[config.mk]
export PLATFORM = sky130hd
export DESIGN_NAME = bram0_loader
export DESIGN_NICKNAME = d
export VERILOG_FILES = /design/src/rtl/bram0_loader.sv
export SDC_FILE = /design/constraint.sdc
export NUM_CORES = 1
export LEC_CHECK = 0
export ABC_AREA = 1
export BUFFER_PORTS_ARGS = -buffer_cell sky130_fd_sc_hd__buf_4
export CAP_MARGIN = 20
export CORE_MARGIN = 2
export CORE_UTILIZATION = 59
export DETAILED_ROUTE_END_ITERATION = 10
export GPL_ROUTABILITY_DRIVEN = 0
export PLACE_DENSITY = 0.87
export SLEW_MARGIN = 10
export SYNTH_ARGS = -nofsm -noshare
export SYNTH_HDL_FRONTEND = slang
export SYNTH_SLANG_ARGS = --single-unit
[constraint.sdc]
create_clock -name clk -period 2.35 [get_ports clk]
set_input_delay 0.705 -clock clk [delete_from_list [all_inputs] [get_ports clk]]
set_output_delay 0.705 -clock clk [all_outputs]
set_load 0.02 [all_outputs]
[src/rtl/bram0_loader.sv]
// bram0_loader: packs a stream of IN_DATA_WIDTH-bit elements into DWIDTH-bit rows, lane 0 in
// the least significant bits, and writes the rows to consecutive BRAM0 addresses from 0.
//
// Ports:
//   clk           rising-edge clock
//   reset         synchronous active-high reset
//   start_load_i  start pulse, honoured only in IDLE
//   load_count_i  rows to write, latched at start and saturated to MEM_SIZE
//   s_valid_i     stream element valid
//   s_data_i      stream element
//   s_ready_o     element accepted this cycle when s_valid_i is high (RUN only)
//   idle_o        state is IDLE
//   run_o         state is RUN
//   done_o        state is DONE (one cycle, coincides with the final row write)
//   addr_b0_o     BRAM0 write address
//   ce_b0_o       BRAM0 chip enable, one pulse per row
//   we_b0_o       BRAM0 write enable, mirrors ce_b0_o
//   d_b0_o        packed row
module bram0_loader #(
  parameter int unsigned AWIDTH        = 8,
  parameter int unsigned DWIDTH        = 32,
  parameter int unsigned IN_DATA_WIDTH = 8,
  parameter int unsigned MEM_SIZE      = 256
) (
  input  logic                     clk,
  input  logic                     reset,
  input  logic                     start_load_i,
  input  logic [AWIDTH:0]          load_count_i,
  input  logic                     s_valid_i,
  input  logic [IN_DATA_WIDTH-1:0] s_data_i,
  output logic                     s_ready_o,
  output logic                     idle_o,
  output logic                     run_o,
  output logic                     done_o,
  output logic [AWIDTH-1:0]        addr_b0_o,
  output logic                     ce_b0_o,
  output logic                     we_b0_o,
  output logic [DWIDTH-1:0]        d_b0_o
);

  localparam int unsigned LANES = DWIDTH / IN_DATA_WIDTH;
  localparam int unsigned LW    = $clog2(LANES);

  localparam logic [AWIDTH:0] MemRows  = (AWIDTH + 1)'(MEM_SIZE);
  localparam logic [AWIDTH:0] RowOne   = (AWIDTH + 1)'(1);
  localparam logic [LW-1:0]   LaneOne  = LW'(1);
  localparam logic [LW-1:0]   LastLane = LW'(LANES - 1);

  typedef enum logic [1:0] {StIdle, StRun, StDone} state_e;

  state_e r_state, w_state_next;

  logic [AWIDTH:0]   r_rows_total;
  logic [AWIDTH:0]   r_row;
  logic [LW-1:0]     r_lane;
  logic [DWIDTH-1:0] r_pack;
  logic              r_ce;
  logic [AWIDTH-1:0] r_addr;
  logic [DWIDTH-1:0] r_data;

  logic [AWIDTH:0]   w_count_sat;
  logic              w_accept;
  logic              w_row_full;
  logic              w_last_row;
  logic [DWIDTH-1:0] w_row_data;

  assign w_count_sat = (load_count_i > MemRows) ? MemRows : load_count_i;
  // s_ready_o is decoded from state only, so accept never loops back through s_valid_i.
  assign w_accept    = s_valid_i && (r_state == StRun);
  assign w_row_full  = w_accept && (r_lane == LastLane);
  assign w_last_row  = (r_row + RowOne) == r_rows_total;

  // Current pack register with the incoming element merged into the active lane; on lane 3
  // this is the complete row that gets registered for the write.
  always_comb begin
    w_row_data = r_pack;
    for (int unsigned k = 0; k < LANES; k++) begin
      if (r_lane == LW'(k)) begin
        w_row_data[k*IN_DATA_WIDTH +: IN_DATA_WIDTH] = s_data_i;
      end
    end
  end

  // State register.
  always_ff @(posedge clk) begin
    if (reset) begin
      r_state <= StIdle;
    end else begin
      r_state <= w_state_next;
    end
  end

  // Next-state logic.
  always_comb begin
    w_state_next = r_state;
    unique case (r_state)
      StIdle: begin
        if (start_load_i) begin
          w_state_next = (w_count_sat == '0) ? StDone : StRun;
        end
      end
      StRun: begin
        if (w_row_full && w_last_row) begin
          w_state_next = StDone;
        end
      end
      StDone:  w_state_next = StIdle;
      default: w_state_next = StIdle;
    endcase
  end

  // Datapath: counters, lane packing and the registered BRAM0 write port.
  always_ff @(posedge clk) begin
    if (reset) begin
      r_rows_total <= '0;
      r_row        <= '0;
      r_lane       <= '0;
      r_pack       <= '0;
      r_ce         <= 1'b0;
      r_addr       <= '0;
      r_data       <= '0;
    end else begin
      r_ce <= 1'b0;
      if ((r_state == StIdle) && start_load_i) begin
        r_rows_total <= w_count_sat;
        r_row        <= '0;
        r_lane       <= '0;
      end
      if (w_accept) begin
        r_pack <= w_row_data;
        r_lane <= r_lane + LaneOne;
        if (r_lane == LastLane) begin
          // Write fires next cycle; the next row's lanes can fill meanwhile.
          r_ce   <= 1'b1;
          r_addr <= r_row[AWIDTH-1:0];
          r_data <= w_row_data;
          r_row  <= r_row + RowOne;
        end
      end
    end
  end

  // Outputs decoded from registered state.
  always_comb begin
    idle_o    = (r_state == StIdle);
    run_o     = (r_state == StRun);
    done_o    = (r_state == StDone);
    s_ready_o = (r_state == StRun);
    ce_b0_o   = r_ce;
    we_b0_o   = r_ce;
    addr_b0_o = r_addr;
    d_b0_o    = r_data;
  end

endmodule

==> results.md, run 1 <==
* Status: completed
* Commonest non-fill, non-tap cells in the layout: 89 x nand2_1, 87 x dfxtp_1, 76 x buf_4
* Worst skew pair latency at about 0.36 ns
* R2R setup slack at 0.51 ns
* Critical Path AT at between 1 and 1.5 ns
* Slew Limit Fails at 0
* Routed via count at 3603
* Final hold violation count at 0
* H-tree level count at 3
* Crit start category: flip-flop
* RSZ-0062 raised after global routing: false
* PortBufs at 66
* Slowest cell on crit path: dfxtp_1
* Clk Tree Root Cell: clkbuf_8
* Fillers at approximately 500
* Io pins at between 60 and 70
* Commonest non-fill, non-tap cell in the layout: nand2_1
* Post-synth net total at around 530
* Post-CTS Setup Bufs at 0
* GRT Overall Usage at between 20% and 30%
* Number of flops mapped to enable cells by yosys at 0
* Post-synth ARST share at 0%
* Final Skew at approximately 0.009 ns
* Post-cts resize count at 0
* Crit-path max FO at 6
* Row cnt at 29
* Worst vdd ir at around 0.43 mV
* Hpwl dp at around 6600 um
* Syn Area/Cell at between 7 and 8 sq um
* Warnings from Yosys at 0
* Hold EP: addr_b0_o[3]
* Final setup TNS at 0 ns
* Crit. End Element: output pin
* Pwr dens at 610 nW/um^2
* Sink Count at 87
* Reg clk slew, reported paths at roughly 0.080 ns
* # DRC at 0
* DRT Wirelength at 9460 um
* Top-area cell type share of the netlist area at between 40 and 50%
* Routed wire length per instance at ~15 um
* Initial DRC Count at 267
* Critical path class: reg -> out
* Clk buf depth at 2
* Hold Path Depth at 2
* Maxcap violations at 0
* Hold_buf cts at 0
* Syn Inst Count at about 510
* Antenna violations before repair at 0
* Final Setup Violations at 0
* Post-synth top flop: dfxtp_1
* Die area at just over 7000 sq um
* CTS tree: done
* Chip Height at 84 um
* Period utilization at between 70% and 80%
* Vias/cell at ~5.6
* Final Cell Area at around 4500 sq um
* Synthesized flop and latch total at 87
* Fin nets at between 500 and 600
* Initial DRT Pass Iterations at 5
* Number of global-route vias before repair at roughly 3300
* Critical R2R Capture: r_state[0]
* Slew @ Worst Pin at between 0.5 and 0.6 ns
* Critical path's largest stage delay at about 0.37 ns
* Class of the most critical hold timing path: reg -> reg
* Die width at approximately 84 um
* Num CTS Buffers at 9
* Sequential fraction of the synthesis area at 46.1%
* Fmax at around 0.54 GHz
* Minimum clock period at approximately 1.8 ns
* Post-Syn Area at between 3000 and 4000 sq um
* Total gr overflow at 0
* Top cells by area, synth: dfxtp_1 46%, nand2_1 8.8%, nand3_1 8.2%
* Reg2Reg Depth at 12
* Remaining antenna violation count at 0
* Synth unique cells at 29
* Worst EP required at between 1.5 and 2 ns
* Pleak at 1.89 nW
* Diodes inserted at 0
* First-pass GRT wire length at approximately 16000 um
* Post-Place Cell Area at 4290 sq um
* Hold_sp: addr_b0_o[3]
* Share of post-route cells with drive strength above 1 at roughly 21%
* Initial core utilization at 60.2%
* Core ar. at 6280 sq um
* Util after Layout at between 70% and 80%
* Area grow syn2layout at 18.4%
* Largest net degree at the start of global routing at 52
* Worst slew margin at ~65%
* Crit-path cells: inv_2 > nor2_4 > buf_4
* Reg-to-reg startpoint: r_row[0]
* Synth area leader: dfxtp_1
[synth_stat cells (4+ instances only)]
| master | instances |
|---|---|
| a21oi_1 | 43 |
| buf_1 | 4 |
| clkbuf_1 | 21 |
| dfxtp_1 | 87 |
| ha_1 | 5 |
| inv_1 | 32 |
| nand2_1 | 89 |
| nand3_1 | 62 |
| nand4_1 | 4 |
| nor2_1 | 64 |
| o21ai_0 | 42 |
| o21ai_1 | 8 |
| o21ai_2 | 17 |
[registers in the layout (all words and copies together), names as in the netlist]
| signal | flops |
|---|---|
| r_state | 2 |
| r_rows_total | 9 |
| r_pack | 24 |
| r_lane | 2 |
| addr_b0_o | 8 |
| r_row | 9 |
| d_b0_o | 32 |
| ce_b0_o | 1 |
[worst max path at each step]
| stage | startpoint | end | slack, ns | cells past startpoint |
|---|---|---|---|---|
| floorplan | load_count_i[1] | r_rows_total[3] | 0.58 | 6 |
| CTS | r_state[0] | run_o | 0.49 | 3 |
| global route | r_row[0] | r_state[0] | 0.27 | 12 |
| detailed placement | load_count_i[1] | r_rows_total[5] | 0.26 | 7 |
| global placement | load_count_i[1] | r_rows_total[1] | 0.36 | 7 |
| finish | r_state[0] | run_o | 0.50 | 3 |
[power by group]
part | internal, mW | total [mW] | switching, mW
sequential | 1.50 | 1.51 | 0.0158
combinational | 0.0821 | 0.251 | 0.169
clock | 0.418 | 0.965 | 0.546
total | 2.00 | 2.73 | 0.731
[worst max-delay path: cells and delay by family, from the launching register on]
family                 cells  cell delay (ns)
flip-flops                 1             0.37
buffers and inverters      2             0.24
AND/OR/NAND/NOR            1             0.18
[metal layers]
metal	GRT usage [%]	wire length, um	up-vias
met1	37.9	4150	1680
met5	0	0	-
met3	6.03	637	10
met4	10.6	91	0
li1	-	-	1776
met2	42.9	4580	137
[area by class of cell]
class | instances | area (sq um) | area share (%)
clock buffers | 10 | 138 | 3.08
repair buffers | 76 | 571 | 12.8
inverters | 35 | 131 | 2.94
multi-input cells | 352 | 1750 | 39.2
clock inverters | 5 | 42.5 | 0.952
well taps | 77 | 96.3 | 2.16
flip-flops and latches | 87 | 1740 | 39.0
[kinds of logic (layout without fill, tap and decap cells)]
| logic type | count (synthesis) | count (layout) | share of synthesized area (%) |
|---|---|---|---|
| adder cells (fa/ha/maj) | 5 | 5 | 1.66 |
| AO/OA/AOI/OAI | 117 | 117 | 17.6 |
| XOR/XNOR | 1 | 1 | 0.232 |
| flip-flops | 87 | 87 | 46.1 |
| AND/OR/NAND/NOR | 229 | 229 | 26.8 |
| buffers and inverters | 67 | 126 | 7.52 |
[through the flow]
stage                     std cells  setup WS [ns]  power (mW)  hold slack [ns]
after floorplan                 506          0.582        1.71            0.449
after global placement          627          0.359        1.78            0.457
after detailed placement        627          0.262        1.79            0.469
after CTS                       642          0.494        2.73            0.485
after global routing            642          0.266        2.84            0.506
final                           642          0.505        2.73            0.484
(Power assumes the default switching activity.)
==> run 2: changes to the inputs <==
CORE_UTILIZATION = 55   (was 59)
PLACE_DENSITY = 0.82   (was 0.87)
clock period = 1.9 ns   (was 2.35 ns; I/O delays follow)
==> run 2 against run 1 <==
Net effect:
- first-iteration DRC count shrank 23%
- sequential power grew 24%
- core utilization shrank 3.4 points
- highest routed layer unchanged
- critical path type unchanged
- via count shrank 1.7%
- sequential share of layout area shrank 0.69 points
==> results.md, run 2 (synthesized netlist as in run 1, its figures left out) <==
* Final worst slack at 0.127 ns (-0.378 ns)
* Pwr Total at 3.51 mW (+29%)
* Crit-path max FO at 5 (-1)
* Routed wire length per instance at 13.9 um (-5.6%)
* Final setup TNS at 0 ns (unchanged)
* Top Metal Used: met4
* Area grow syn2layout at 20.6%
* Worst skew pair latency at 0.35 ns (about the same)
* Final Setup Violations at 0 (unchanged)
* Reg power frac at 53.3% (-2.1 points)
* Fmax at 0.564 GHz
* Critical path's largest stage delay at 0.37 ns (about the same)
* Status: completed
* Core ar. at 6720 sq um (+7.0%)
* Initial DRT Pass Iterations at 5 (unchanged)
* Layout Cells excl Fill at 651 (+1.4%)
* Die area at 7540 sq um (+6.9%)
* Fin nets at 592 (+0.85%)
* Critical path class: reg -> out
* Worst vdd ir at 0.381 mV (-12%)
* Share of post-route cells with drive strength above 1 at 21.7% (+1.2 points)
* Family with the most delay on the worst path: flip-flops
* First-pass GRT wire length at 14900 um (-5.5%)
* Initial core utilization at 56.2% (-4.0 points)
* Row cnt at 30 (+3.4%)
* Commonest non-fill, non-tap cell in the layout: nand2_1
* Hpwl dp at 6440 um (-3.0%)
* Slew @ Worst Pin at 0.476 ns (-0.0412 ns)
* Wire length on met1 at 4110 um (-0.82%)
* Buffers and inverters on the worst path at 3 (+1)
* Placed insts at 635 (+1.3%)
* Comb power frac at 9.0% (-0.2 points)
* Initial DRC Count at 206 (-23%)
* Chip Height at 86.9 um (+3.4%)
* Io pins at 67 (unchanged)
* Minimum clock period at between 1.5 and 2 ns
* Slew Limit Fails at 0 (unchanged)
* Pwr dens at 771 nW/um^2 (+26%)
* # DRC at 0 (unchanged)
* Period utilization at about 93%
* Number of global-route vias before repair at 3161 (-4.5%)
* Met3 WL at 633 um (-0.63%)
* Maxcap violations at 0 (unchanged)
* Sink Count at 87 (unchanged)
* Total gr overflow at 0 (unchanged)
* Routed via count at 3540 (-1.7%)
* Antenna violations before repair at 0 (unchanged)
* Die width at 86.9 um (+3.4%)
* Num CTS Buffers at 9 (unchanged)
* H-tree level count at 3 (unchanged)
* Fillers at 544 (+9.0%)
* Crit. End Element: output pin
* Switching pwr at 0.904 mW (+24%)
* Clock share of power at 37.7% (+2.3 points)
* Post-Place Cell Area at 4340 sq um (+1.3%)
* Remaining antenna violation count at 0 (unchanged)
* Clk buf depth at 2 (unchanged)
* Clk Tree Root Cell: clkbuf_8
* Final Cell Area at 4550 sq um (+1.9%)
* Class of the most critical hold timing path: in -> reg
* Worst slew margin at 68.3% (+2.8 points)
* GRT Overall Usage at 24.9% (-2.8 points)
* Largest net degree at the start of global routing at 38 (-27%)
* PortBufs at 66 (unchanged)
* Sw Share at 25.8% (-1.0 points)
* Critical Path AT at 1.20 ns (+0.06 ns)
* Pleak at 1.92 nW (+1.8%)
* RSZ-0062 raised after global routing: false
* CTS tree: done
* Worst EP required at 1.33 ns (-0.31 ns)
* Crit start category: flip-flop
* Final Skew at 0.00753 ns (-0.00147 ns)
* DRT Wirelength at 9050 um (-4.2%)
* Crit-path cells: inv_2 > nor2_4 > buf_4 > buf_4
* Internal at 2.60 mW (+30%)
* Met2 wire len at 4140 um (-9.6%)
* Reg clk slew, reported paths at 0.09 ns (about the same)
* Vias/cell at 5.44 (-3.1%)
* Most frequent cell on the critical path: buf_4
* Diodes inserted at 0 (unchanged)
* Commonest non-fill, non-tap cells in the layout: 89 x nand2_1, 86 x dfxtp_1, 80 x buf_4
* Max reg flops at 32 (unchanged)
* Setup slack at placement at 0.0475 ns (-0.215 ns)
* Final hold violation count at 0 (unchanged)
* Slowest cell on crit path: dfxtp_1
==> run 2: per-layer routing <==
metal / global-route usage (%) / up-vias
met3: 5.88 / 16
met1: 33.8 / 1594
met5: 0 / -
met4: 7.81 / 0
li1: - / 1794
met2: 39.3 / 136
==> run 2: metrics by stage <==
| stage | util [%] | hold slack [ns] |
|---|---|---|
| 2_1_floorplan | - | 0.449 |
| 3_3_place_gp | 64.7 | 0.459 |
| 3_5_place_dp | 64.7 | 0.470 |
| 4_1_cts | 67.7 | 0.449 |
| 5_1_grt | 67.8 | 0.454 |
| 6_report | 67.8 | 0.454 |
==> run 2: path summary, 6_finish.rpt <==
kind              slack [ns]           end  cells past startpoint         start
setup / recovery        0.13     s_ready_o                      4    r_state[0]
hold / removal          0.45       ce_b0_o                      2         reset
setup reg to reg        0.19    r_state[0]                     12      r_row[0]
hold reg to reg         0.48  addr_b0_o[0]                      2  addr_b0_o[0]
==> run 2: power groups by stage <==
stage                     clock (mW)  combinational, mW  sequential (mW)
after detailed placement           0              0.313             1.91
after global placement             0              0.308             1.91
after floorplan                    0              0.203             1.91
final                           1.32              0.317             1.87
after global routing            1.41              0.351             1.87
after CTS                       1.33              0.315             1.87
==> run 2: worst reg2reg max path: stages, from the launching register on <==
cell and delay, ns:
dfxtp_2 0.40, ha_1 0.24, nand2_1 0.14, nor2_1 0.19
nand2_1 0.07, nand2_1 0.08, nand2_1 0.07, nand2_1 0.06
nand2_1 0.04, nor2_1 0.09, nand2_1 0.08, nand2_1 0.06
a21oi_1 0.05
==> run 2: layout make-up <==
type / count / area, sq um / share of cell area, %
repair buffers: 81 / 621 / 13.6
flip-flops and latches: 87 / 1740 / 38.3
inverters: 35 / 131 / 2.88
multi-input cells: 352 / 1750 / 38.5
clock inverters: 6 / 68.8 / 1.51
well taps: 80 / 100 / 2.20
clock buffers: 10 / 138 / 3.02
==> run 2: what timing repair did <==
action / 4_1_cts / 5_1_grt
setup endpoints to repair: 0 / 2
endpoints found under the hold margin: 0 / 0
gates resized for setup: 0 / 2
buffers inserted: 0 / 0
hold buffers: 0 / 0
==> run 3: changes to the inputs <==
GPL_TIMING_DRIVEN = 0   (was default)
==> run 3 against run 2 <==
Net effect:
- first-iteration DRC count up 22%
- total power up 7.5%
- clock power up 19%
- global-route usage up 1.7 points
- fmax down 3.5%
- critical path type unchanged
- critical endpoint is now run_o
==> results.md, run 3 (synthesized netlist as in run 1, its figures left out) <==
* Status: completed
* Io pins at 67 (unchanged)
* Minimum clock period at 1.84 ns (+0.0649 ns)
* Largest net degree at the start of global routing at 16 (-58%)
* Clk buf depth at 2 (unchanged)
* Final Setup Violations at 0 (unchanged)
* DRT Wirelength at 9720 um (+7.3%)
* Fillers at 568 (+4.4%)
* Crit-path max FO at 5 (unchanged)
* Hold EP: ce_b0_o
* Period utilization at 96.7% (+3.4 points)
* Initial DRC Count at 252 (+22%)
* Final hold violation count at 0 (unchanged)
* R2R setup slack at 0.11 ns (-0.08 ns)
* RSZ-0062 raised after global routing: false
* Number of global-route vias before repair at 3473 (+9.9%)
* Util after Layout at 69.1% (+1.4 points)
* Remaining antenna violation count at 0 (unchanged)
* Routed wire length per instance at 14.5 um (+4.3%)
* CTS tree: done
* Vias/cell at 5.57 (+2.4%)
* FF+latch area at 1750 sq um (+0.22%)
* Maxcap violations at 0 (unchanged)
* Worst slew margin at 63.3% (-4.9 points)
* Row cnt at 30 (unchanged)
* PortBufs at 66 (unchanged)
* Max reg flops at 32 (unchanged)
* Worst EP required at 1.33 ns (about the same)
* Routed via count at 3730 (+5.4%)
* Diodes inserted at 0 (unchanged)
* Class of the most critical hold timing path: in -> reg
* Pwr dens at 812 nW/um^2 (+5.3%)
* Area grow syn2layout at 23.0%
* First-pass GRT wire length at 15800 um (+6.0%)
* H-tree level count at 3 (unchanged)
* Layout Cells excl Fill at 670 (+2.9%)
* # DRC at 0 (unchanged)
* Chip Height at 86.9 um (unchanged)
* Worst skew pair latency at 0.36 ns (about the same)
* Area occupied by multi-input gates at 1760 sq um (+0.14%)
* Slew @ Worst Pin at 0.550 ns (+0.0741 ns)
* Initial core utilization at 56.2% (unchanged)
* Num CTS Buffers at 9 (unchanged)
* Final Skew at 0.0131 ns (+0.00556 ns)
* Die width at 86.9 um (unchanged)
* Critical Path AT at 1.27 ns (+0.07 ns)
* Critical path class: reg -> out
* Hold_sp: reset
* Total gr overflow at 0 (unchanged)
* Reg clk slew, reported paths at 0.09 ns (about the same)
* Commonest non-fill, non-tap cells in the layout: 89 x nand2_1, 85 x dfxtp_1, 70 x buf_4
* Share of post-route cells with drive strength above 1 at 20.8% (-0.87 points)
* Crit start category: flip-flop
* Die area at 7540 sq um (unchanged)
* Slew Limit Fails at 0 (unchanged)
* Clk Tree Root Cell: clkbuf_8
* Pwr Total at 3.77 mW (+7.5%)
* Fmax at 0.544 GHz (-3.5%)
* Hpwl dp at 7080 um (+9.9%)
* Commonest non-fill, non-tap cell in the layout: nand2_1
* Hold_ws at 0.434 ns (-0.0197 ns)
* Reg-to-reg startpoint: r_state[0]
* Sink Count at 87 (unchanged)
* Core ar. at 6720 sq um (unchanged)
* Hold Path Depth at 2 (unchanged)
* Reg2Reg Depth at 10 (-2)
* GRT Overall Usage at 26.6% (+1.7 points)
* Fin nets at 611 (+3.2%)
* Final Cell Area at 4650 sq um (+2.0%)
* Critical R2R Capture: d_b0_o[13]
* Post-Place Cell Area at 4370 sq um (+0.63%)
* Placed insts at 652 (+2.7%)
* Pleak at 1.95 nW (+1.7%)
* Antenna violations before repair at 0 (unchanged)
* Initial DRT Pass Iterations at 4 (-1)
* Worst vdd ir at 0.459 mV (+20%)
* Crit. End Element: output pin
-- run 3: cell types whose count changed in the layout (fill, tap and decap cells not counted), moves of 2 or more --
cell,previous run,this run
bufinv_16,1,3
buf_4,80,70
buf_6,0,3
o21ai_0,42,38
clkbuf_1,0,18
buf_2,0,2
clkinvlp_4,4,2
clkbuf_2,0,3
o21ai_1,8,12
buf_1,0,4
-- run 3: timing repair --
item,CTS,global route
gates resized for setup,0,16
setup endpoints to repair,0,25
setup buffers,0,2
hold buffers,0,0
-- run 3: power by group --
part	switching, mW	internal [mW]	total (mW)
clock network	0.696	0.875	1.57
logic	0.221	0.110	0.332
registers	0.0191	1.85	1.87
total	0.936	2.83	3.77
-- run 3: per-layer routing --
metal / vias to the layer above / part of all wire (%) / track usage (%)
met5: - / 0 / 0
met3: 20 / 5.7 / 4.55
met4: 0 / 2.0 / 9.94
met2: 136 / 48 / 44.1
li1: 1829 / - / -
met1: 1745 / 45 / 34.7
-- run 3: area by class of cell --
type	count	share of cell area, %
Timing Repair Buffer	68	11.0
Inverter	35	2.88
Multi-Input combinational cell	352	37.8
Tap cell	80	2.15
Sequential cell	87	37.6
Clock inverter	7	2.56
Buffer	32	3.37
Clock buffer	9	2.67
-- run 3: critical path, cell delays in order, from the launching register on --
cell,delay (ns)
dfxtp_1,0.38
inv_2,0.07
nor2_4,0.20
buf_4,0.15
buf_4,0.13
-- run 3: worst max path at each step --
stage,from,end,slack (ns)
final,r_state[0],run_o,0.06
after global placement,reset,d_b0_o[8],-0.03
after CTS,r_state[0],s_ready_o,0.04
after detailed placement,load_count_i[1],r_rows_total[6],-0.05
after floorplan,load_count_i[1],r_rows_total[3],0.27
after global routing,r_state[0],run_o,0.002
-- run 3: metrics by stage --
step,setup WS [ns],TNS (ns)
floorplan,0.267,0
global placement,-0.0303,-0.272
detailed placement,-0.0514,-0.349
CTS,0.0409,0
global route,0.00197,0
finish,0.0621,0
